**src/rtl/uart_bridge_pkg.sv**
```systemverilog
// Shared types and constants for the core-MMIO to UART register-port bridge.
// Holds the FSM state encoding, UART register offsets and byte replication.
package uart_bridge_pkg;

  localparam int BUS_XLEN = 64;

  typedef enum logic [2:0] {
    IDLE = 3'd0,
    WR   = 3'd1,
    RD   = 3'd2,
    RDW  = 3'd3,
    RESP = 3'd4
  } state_t;

  // 16550-style register offsets inside the 8-byte window.
  localparam logic [7:0] RBR_THR = 8'd0;
  localparam logic [7:0] IER     = 8'd1;
  localparam logic [7:0] IIR_FCR = 8'd2;
  localparam logic [7:0] LCR     = 8'd3;
  localparam logic [7:0] MCR     = 8'd4;
  localparam logic [7:0] LSR     = 8'd5;
  localparam logic [7:0] MSR     = 8'd6;
  localparam logic [7:0] SCR     = 8'd7;

  function automatic logic [BUS_XLEN-1:0] replicate8(input logic [7:0] b);
    return {(BUS_XLEN/8){b}};
  endfunction

endpackage

```
**src/rtl/uart_mmio_bridge.sv**
```systemverilog
// Bridges one core-side valid/ready MMIO request at a time onto the 8-bit UART
// register port, issuing a single strobe per hit, and registers the UART irq.
module uart_mmio_bridge
  import uart_bridge_pkg::*;
#(
  parameter int              XLEN      = 64,
  parameter logic [XLEN-1:0] BASE_ADDR = XLEN'(64'h1000_0000),
  parameter int              WIN_BYTES = 8
) (
  input  logic            clk,
  input  logic            reset_n,
  input  logic            req_valid,
  output logic            req_ready,
  input  logic            req_wen,
  input  logic [XLEN-1:0] req_addr,
  input  logic [XLEN-1:0] req_wdata,
  output logic            resp_valid,
  input  logic            resp_ready,
  output logic [XLEN-1:0] resp_rdata,
  output logic            resp_err,
  output logic            uart_wen,
  output logic [7:0]      uart_waddr,
  output logic [7:0]      uart_wdata,
  output logic            uart_ren,
  output logic [7:0]      uart_raddr,
  input  logic [7:0]      uart_rdata,
  input  logic            uart_irq,
  output logic            irq_out,
  output logic [2:0]      dbg_state
);

  // Handshake semantics: a request transfers on a rising clk edge where
  // req_valid & req_ready; a response transfers where resp_valid & resp_ready.
  // Neither valid may depend combinationally on its ready.

  if (XLEN != BUS_XLEN || BASE_ADDR[2:0] != 3'b000) begin : g_param_check
    $error("uart_mmio_bridge: XLEN must be 64 and BASE_ADDR 8-byte aligned");
  end

  state_t            r_state;
  state_t            w_next;
  logic [XLEN-1:0]   r_rdata;
  logic              r_err;
  logic [7:0]        r_waddr;
  logic [7:0]        r_wdata;
  logic [7:0]        r_raddr;
  logic              r_irq;

  logic [XLEN-1:0]   w_off;
  logic              w_hit;
  logic [2:0]        w_lane;
  logic [7:0]        w_byte;
  logic              w_accept;

  // Offset wraps in XLEN bits, so addresses below BASE_ADDR become huge and miss.
  assign w_off    = req_addr - BASE_ADDR;
  assign w_hit    = (w_off < XLEN'(WIN_BYTES));
  assign w_lane   = req_addr[2:0];
  assign w_byte   = req_wdata[{w_lane, 3'b000} +: 8];
  assign w_accept = req_valid && (r_state == IDLE);

  always_comb begin
    w_next = r_state;
    case (r_state)
      IDLE: begin
        if (w_accept) begin
          if (!w_hit)       w_next = RESP;
          else if (req_wen) w_next = WR;
          else              w_next = RD;
        end
      end
      WR:   w_next = RESP;
      RD:   w_next = RDW;
      RDW:  w_next = RESP;
      RESP: begin
        if (resp_ready) w_next = IDLE;
      end
      default: w_next = IDLE;
    endcase
  end

  always_ff @(posedge clk or negedge reset_n) begin
    if (!reset_n) begin
      r_state <= IDLE;
      r_irq   <= 1'b0;
    end else begin
      r_state <= w_next;
      r_irq   <= uart_irq;
    end
  end

  // UART address/data registers only move on an accepted hit, so they hold
  // their last value while the strobes are low.
  always_ff @(posedge clk or negedge reset_n) begin
    if (!reset_n) begin
      r_rdata <= '0;
      r_err   <= 1'b0;
      r_waddr <= 8'd0;
      r_wdata <= 8'd0;
      r_raddr <= 8'd0;
    end else begin
      if (w_accept) begin
        r_err   <= !w_hit;
        r_rdata <= '0;
        if (w_hit && req_wen) begin
          r_waddr <= w_off[7:0];
          r_wdata <= w_byte;
        end
        if (w_hit && !req_wen) begin
          r_raddr <= w_off[7:0];
        end
      end
      if (r_state == RDW) begin
        r_rdata <= XLEN'(replicate8(uart_rdata));
      end
    end
  end

  assign req_ready  = (r_state == IDLE);
  assign resp_valid = (r_state == RESP);
  assign resp_rdata = r_rdata;
  assign resp_err   = r_err;
  assign uart_wen   = (r_state == WR);
  assign uart_ren   = (r_state == RD);
  assign uart_waddr = r_waddr;
  assign uart_wdata = r_wdata;
  assign uart_raddr = r_raddr;
  assign irq_out    = r_irq;
  assign dbg_state  = r_state;

endmodule

```
**config.mk**
```make
export PLATFORM = sky130hd
export DESIGN_NAME = uart_mmio_bridge
export DESIGN_NICKNAME = d
export VERILOG_FILES = /design/src/rtl/uart_bridge_pkg.sv /design/src/rtl/uart_mmio_bridge.sv
export SDC_FILE = /design/constraint.sdc
export NUM_CORES = 1
export LEC_CHECK = 0
export ABC_AREA = 1
export CORE_ASPECT_RATIO = 1.5
export CORE_MARGIN = 2
export CORE_UTILIZATION = 30
export DETAILED_ROUTE_END_ITERATION = 12
export PLACE_DENSITY = 0.66
export SLEW_MARGIN = 20
export SYNTH_ARGS = -nofsm -noshare
export SYNTH_HDL_FRONTEND = slang
export SYNTH_SLANG_ARGS = --single-unit
```
**constraint.sdc**
```tcl
create_clock -name clk -period 2.3 [get_ports clk]
set_input_delay 0.345 -clock clk [delete_from_list [all_inputs] [get_ports clk]]
set_output_delay 0.345 -clock clk [all_outputs]
set_load 0.005 [all_outputs]
```
# [Word level (Yosys, flattened, before mapping)]
# Cells that the tools add are included.
[totals] wordCells=34 out_inout_bits=97 inputBits=142 ff_bits=93
[classes] shifts=1 n_mux=7 order_cmp=1 n_reduce_logical=11 add_sub_neg=1 n_eq_ne=6
[op_table] cell="64-bit two-way mux" count=2
[op_table] cell="64-bit by 4-bit < comparator with 1-bit output, second input constant" count=1
[op_table] cell="64-bit by 7-bit variable part select with 8-bit output" count=1
[op_table] cell="64-bit by 29-bit subtractor with 64-bit output, second input constant" count=1
[op_table] cell="3-bit one-hot mux with 4 select lines" count=1
[op_table] cell="3-bit two-way mux" count=3
[op_table] cell="3-bit by 2-bit equality test with 1-bit output, second input constant" count=2
[op_table] cell="2-bit AND reduction" count=3
[op_table] cell="2-bit by 1-bit != test with 1-bit output, second input constant" count=2
[op_table] cell="3-bit by 1-bit equality test with 1-bit output, second input constant" count=1
[op_table] cell="3-bit equality test, second input constant" count=1
[op_table] cell="1-bit logical AND" count=3
[op_table] cell="3-bit logical NOT" count=1
[op_table] cell="1-bit logical NOT" count=2
[op_table] cell="2-bit two-way mux" count=1
[op_table] cell="2-bit nonzero test" count=1
[op_table] cell="2-bit OR reduction" count=1

# [Longest topological paths before layout]
[logic_depth] word_depth=5 ltp_mapped=17 mapped_depth_nobuf=16

# [Worst setup path before layout]
# No wires, ideal clock.
[synth_path] path_type="input to register" startpoint="input req_addr[35]" endpoint="register r_waddr[1] (netlist: uart_waddr[1])" required_time_ns=2.183 slack_ns=0.352 arrival_time_ns=1.830 setup_ns=0.117 stages=15 path_buffers=1 cell_sequence="nor2_1 > nand2_1 > nor2_4 > nand2_2 > nor2_2 > nor2_1 > nor2_2 > nand3_1 > nor2_2 > nand3_2 > nor2_8 > nand3_4 > buf_6 > nand2_1 > nand2_1"
[synth_via] elab_chain_len=4
[synth_rtl] item="start: declaration" line_no="uart_mmio_bridge.sv:15" source="input logic [XLEN-1:0] req_addr,"
[synth_rtl] item="64-bit by 29-bit subtractor with 64-bit output" line_no="uart_mmio_bridge.sv:56" source="assign w_off = req_addr - BASE_ADDR;"
[synth_rtl] item="64-bit by 4-bit < comparator with 1-bit output" line_no="uart_mmio_bridge.sv:57" source="assign w_hit = (w_off < XLEN'(WIN_BYTES));"
[synth_rtl] item="1-bit logical AND" line_no="uart_mmio_bridge.sv:105" source="if (w_hit && req_wen) begin"
[synth_rtl] item="2-bit AND reduction (no line)"
[synth_rtl] item="end signal: assignment" line_no="uart_mmio_bridge.sv:106" source="r_waddr <= w_off[7:0];"
[synth_rtl] item="end: declaration" line_no="uart_mmio_bridge.sv:44" source="logic [7:0] r_waddr;"
# Every way passes these cells.
# A chain may end at the register's enable or synchronous reset.

# [Worst setup path after layout]
[layout_path] startpoint="input req_addr[47]" endpoint="register r_wdata[2] (netlist: uart_wdata[2])"
[layout_via] elab_chain_len=4
[layout_rtl] item="64-bit by 29-bit subtractor with 64-bit output" line_no="uart_mmio_bridge.sv:56"
[layout_rtl] item="64-bit by 4-bit < comparator with 1-bit output" line_no="uart_mmio_bridge.sv:57"
[layout_rtl] item="1-bit logical AND" line_no="uart_mmio_bridge.sv:105"
[layout_rtl] item="2-bit AND reduction (no line)"
[layout_rtl] item="end signal: assignment" line_no="uart_mmio_bridge.sv:107" source="r_wdata <= w_byte;"
[layout_rtl] item="end: declaration" line_no="uart_mmio_bridge.sv:45" source="logic [7:0] r_wdata;"
# Every way passes these cells.

==> impl_summary.log <==
INFO  metric setup_viol = 0
INFO  metric worst_r2r_path_depth = 7
INFO  metric netlist_top_cells_area = dfrtp_1 25%, nand2_1 18%, nor2_1 12%
INFO  metric timing_worst_setup_path_type = input pin to flip-flop
INFO  metric synth_xor_area_frac = 0.00241
INFO  metric number_of_global_route_vias_before_repair = 4512
INFO  metric routability_cong = 0.936
INFO  metric worst_skew_pair.late_latency = 0.28 ns
INFO  metric critical_path_arrival = 2.32 ns
INFO  metric clock_sinks = 37
INFO  metric count_of_input_and_output_buffers = 238
INFO  metric maxCapViolations = 0
INFO  metric synth_seq_area_share = 0.254
INFO  metric r2r_start = dbg_state[1]
INFO  metric timing.critical_path.max_delay_family = simple AND/OR/NAND/NOR gates
INFO  metric layout.nets = 991
INFO  metric count_of_distinct_cell_types_in_the_synthesized_netlist = 29
INFO  metric path_common_cell = nand2_1
INFO  metric fin_ws = 0.148 ns
INFO  metric global_route.usage.total = 0.202
INFO  metric final_antenna_net_count = 0
INFO  metric p_total = 2170 uW
INFO  metric die_w = 94.0 um
INFO  metric synth-compound-area-share = 0.109
INFO  metric start_util = 0.306
INFO  metric maxSlewViolCount = 0
INFO  metric maxSlewHeadroom = 0.451
INFO  metric crit_chain = clkdlybuf4s15_1, nor2_1, nand2_1, nor2_2, buf_4, nand3_2, nand2_1, and2_1, nand3_1, nor2_2, nand3_2, nor2_8, nand3_4, nand2_2, nand2_1
INFO  metric cpMaxStageDelayCell = clkdlybuf4s15_1
INFO  metric vias = 4712
INFO  metric timing_worst_slew_pin_value = 0.823 ns
INFO  metric final_layout_size_suffix_gt1_frac = 0.202
INFO  metric synth_top_family_by_area = simple AND/OR/NAND/NOR gates
INFO  metric endpoint_kind_of_the_worst_setup_timing_path = flip-flop
INFO  metric worst_ep_required_time = 2.47 ns
INFO  metric synth_adder_area_share = 0
INFO  metric ctsHtreeMaxLevel = 2
INFO  metric timing.rr.end = dbg_state[0]
INFO  metric coreArea = 0.0119 mm2
INFO  metric drt_pre_antenna_iters = 4
INFO  metric gr-total-overflow = 0
INFO  metric syn_area_per_cell = 5.98 um2
INFO  metric hold_viol_final = 0
INFO  metric boundaryPins = 239
INFO  metric register_bit_count_reported_by_yosys = 37
INFO  metric synth.top_cell.area_share = 0.254
INFO  metric clk_transition_reported_paths = 0.06 ns
INFO  metric worst-path-buf-inv = 2
INFO  metric dp_hpwl = 11.6 mm
INFO  metric final_period_minus_worst_setup_slack = 2.15 ns
INFO  metric synth.yosys.warnings = 0
INFO  metric diodes = 0
INFO  metric clock_tree.buffer_depth = 2
INFO  metric drt_iter0_markers = 145
INFO  metric worst_clock_skew = 0.00421 ns
INFO  metric synthesis.nets = 751
INFO  metric critical_path.max_fanout = 7
INFO  metric cts.root.buffer_cell = clkbuf_16
INFO  metric netlist_area = 0.00364 mm2
INFO  metric worstSetupStartpointType = input pin
INFO  metric tritoncts_clock_tree = done
INFO  metric post_drt_via_cell_ratio = 4.70
INFO  metric grt_first_pass_wirelength = 21.1 mm
INFO  metric final_clock_period_utilization_by_the_worst_path = 0.936
INFO  metric ir_drop = 257 uV
INFO  metric synth_simple_gate_area_share = 0.434
INFO  metric wl_per_cell = 13.9 um
INFO  metric fp.dieH = 139 um
INFO  metric p_leak = 0.00297 uW
INFO  metric number_of_remaining_drc_errors = 0
INFO  metric drt-total-wl = 13.9 mm
INFO  metric power_per_cell_area = 330 mW/mm2
INFO  metric critical_path.max_stage_delay = 0.28 ns
INFO  metric outcome = complete, no violations
INFO  metric syn_to_final_growth = 80.3%
INFO  metric post_synth_inst_count = 609
INFO  metric max_freq = 465 MHz
INFO  metric dieArea = 0.0131 mm2
INFO  metric setup_tns = 0 ns
INFO  metric yosys.area.top_type = dfrtp_1
INFO  metric rrSetupSlack = 0.52 ns
INFO  metric synth_mux_area_frac = 0
INFO  metric grt_start_max_net_pins = 38
INFO  metric antenna_found_initial = 0
INFO  metric cts-buffers-inserted = 5
INFO  metric holdCritPathClass = input pin to async pin
INFO  metric post-place-ws = -0.463 ns
INFO  metric rows = 49
[flip-flops by register name, indices dropped and copies added, names as in the netlist]
name        flops
uart_waddr      8
dbg_state       3
irq_out         1
uart_raddr      8
uart_wdata      8
resp_rdata      8
resp_err        1
[cells in the mapped netlist]
library cell and count:
nand2_1 174, nor2_1 121, inv_1 57, buf_4 56, dfrtp_1 37, o21ai_0 34
nand3_1 24, nand4_1 16, clkbuf_1 14, nor2_2 14, a21oi_1 13, a32o_1 8
o22ai_1 8, o21ai_1 5, nand2_2 4, nor3_1 4, nor2_4 3, buf_6 2
clkinv_1 2, inv_2 2, nand3_2 2, nand3b_1 2, and2_1 1, and3_1 1
buf_2 1, nand3_4 1, nor2_8 1, o21a_1 1, xor2_1 1
[logic make-up after synthesis]
logic type / count (synthesis)
DFF: 37
AOI/OAI and AO/OA: 69
buffers and inverters: 134
xor gates and xnor gates: 1
and+or+nand+nor: 368
[metrics by stage]
step	util	cell area (um2)	hold WS, ns	std cells
global route	0.552	6570	0.239	1003
global placement	0.516	6130	0.457	982
detailed placement	0.516	6130	0.463	982
finish	0.552	6570	0.158	1003
CTS	0.540	6420	0.180	997
floorplan	-	3640	0.0494	609
[worst max-delay path by stage]
stage | depth (start not counted) | to | slack (ns) | start
finish | 15 | uart_wdata[2] | 0.15 | req_addr[47]
global route | 16 | uart_wdata[2] | -0.03 | req_addr[47]
CTS | 15 | dbg_state[1] | 0.001 | req_addr[54]
detailed placement | 17 | uart_waddr[6] | -0.46 | req_addr[32]
global placement | 17 | uart_waddr[6] | -0.46 | req_addr[32]
floorplan | 15 | uart_waddr[1] | 0.35 | req_addr[35]
[per-layer routing]
metal	wire length, um	vias up	track usage
met5	0	-	0
met4	519	0	0.0870
met3	855	32	0.0223
met2	7780	184	0.404
met1	4780	2142	0.202
li1	-	2354	-
[area by class of cell]
cell class                 instances  area [um2]
tap                              153         191
multi-input combinational        439        2210
clock inverter                     2        13.8
inverter                          61         231
sequential                        37         926
timing repair buffer             305        2850
clock buffer                       6         139
fill                            1171        5330
[what timing repair did]
action | in CTS | in global routing
cloned | 2 | 0
setup endpoints to repair | 27 | 27
hold buffers | 0 | 0
pin swaps | 34 | 41
setup buffers | 5 | 6
resized for setup | 61 | 71
[placed cells by master, fill, tap and decap left out, drive strengths merged]
cell type	instances
dfrtp	37
nand3b	2
a32o	8
xor2	1
clkdlybuf4s15	7
o22ai	8
nand3	28
inv	59
dlygate4sd2	7
clkbuf	17
o21a	1
and2	1
o21ai	39
nor3	4
a21oi	13
nand2	178
nor2	139
dlymetal6s2s	5
and3	1
nand4	16
buf	68
clkinv	4
clkdlybuf4s50	207
[report_power, final]
| group | switching, uW | internal, uW |
|---|---|---|
| clock | 259 | 430 |
| combinational | 373 | 419 |
| sequential | 16.0 | 670 |
Note: power is estimated with default switching activity, not from simulation.
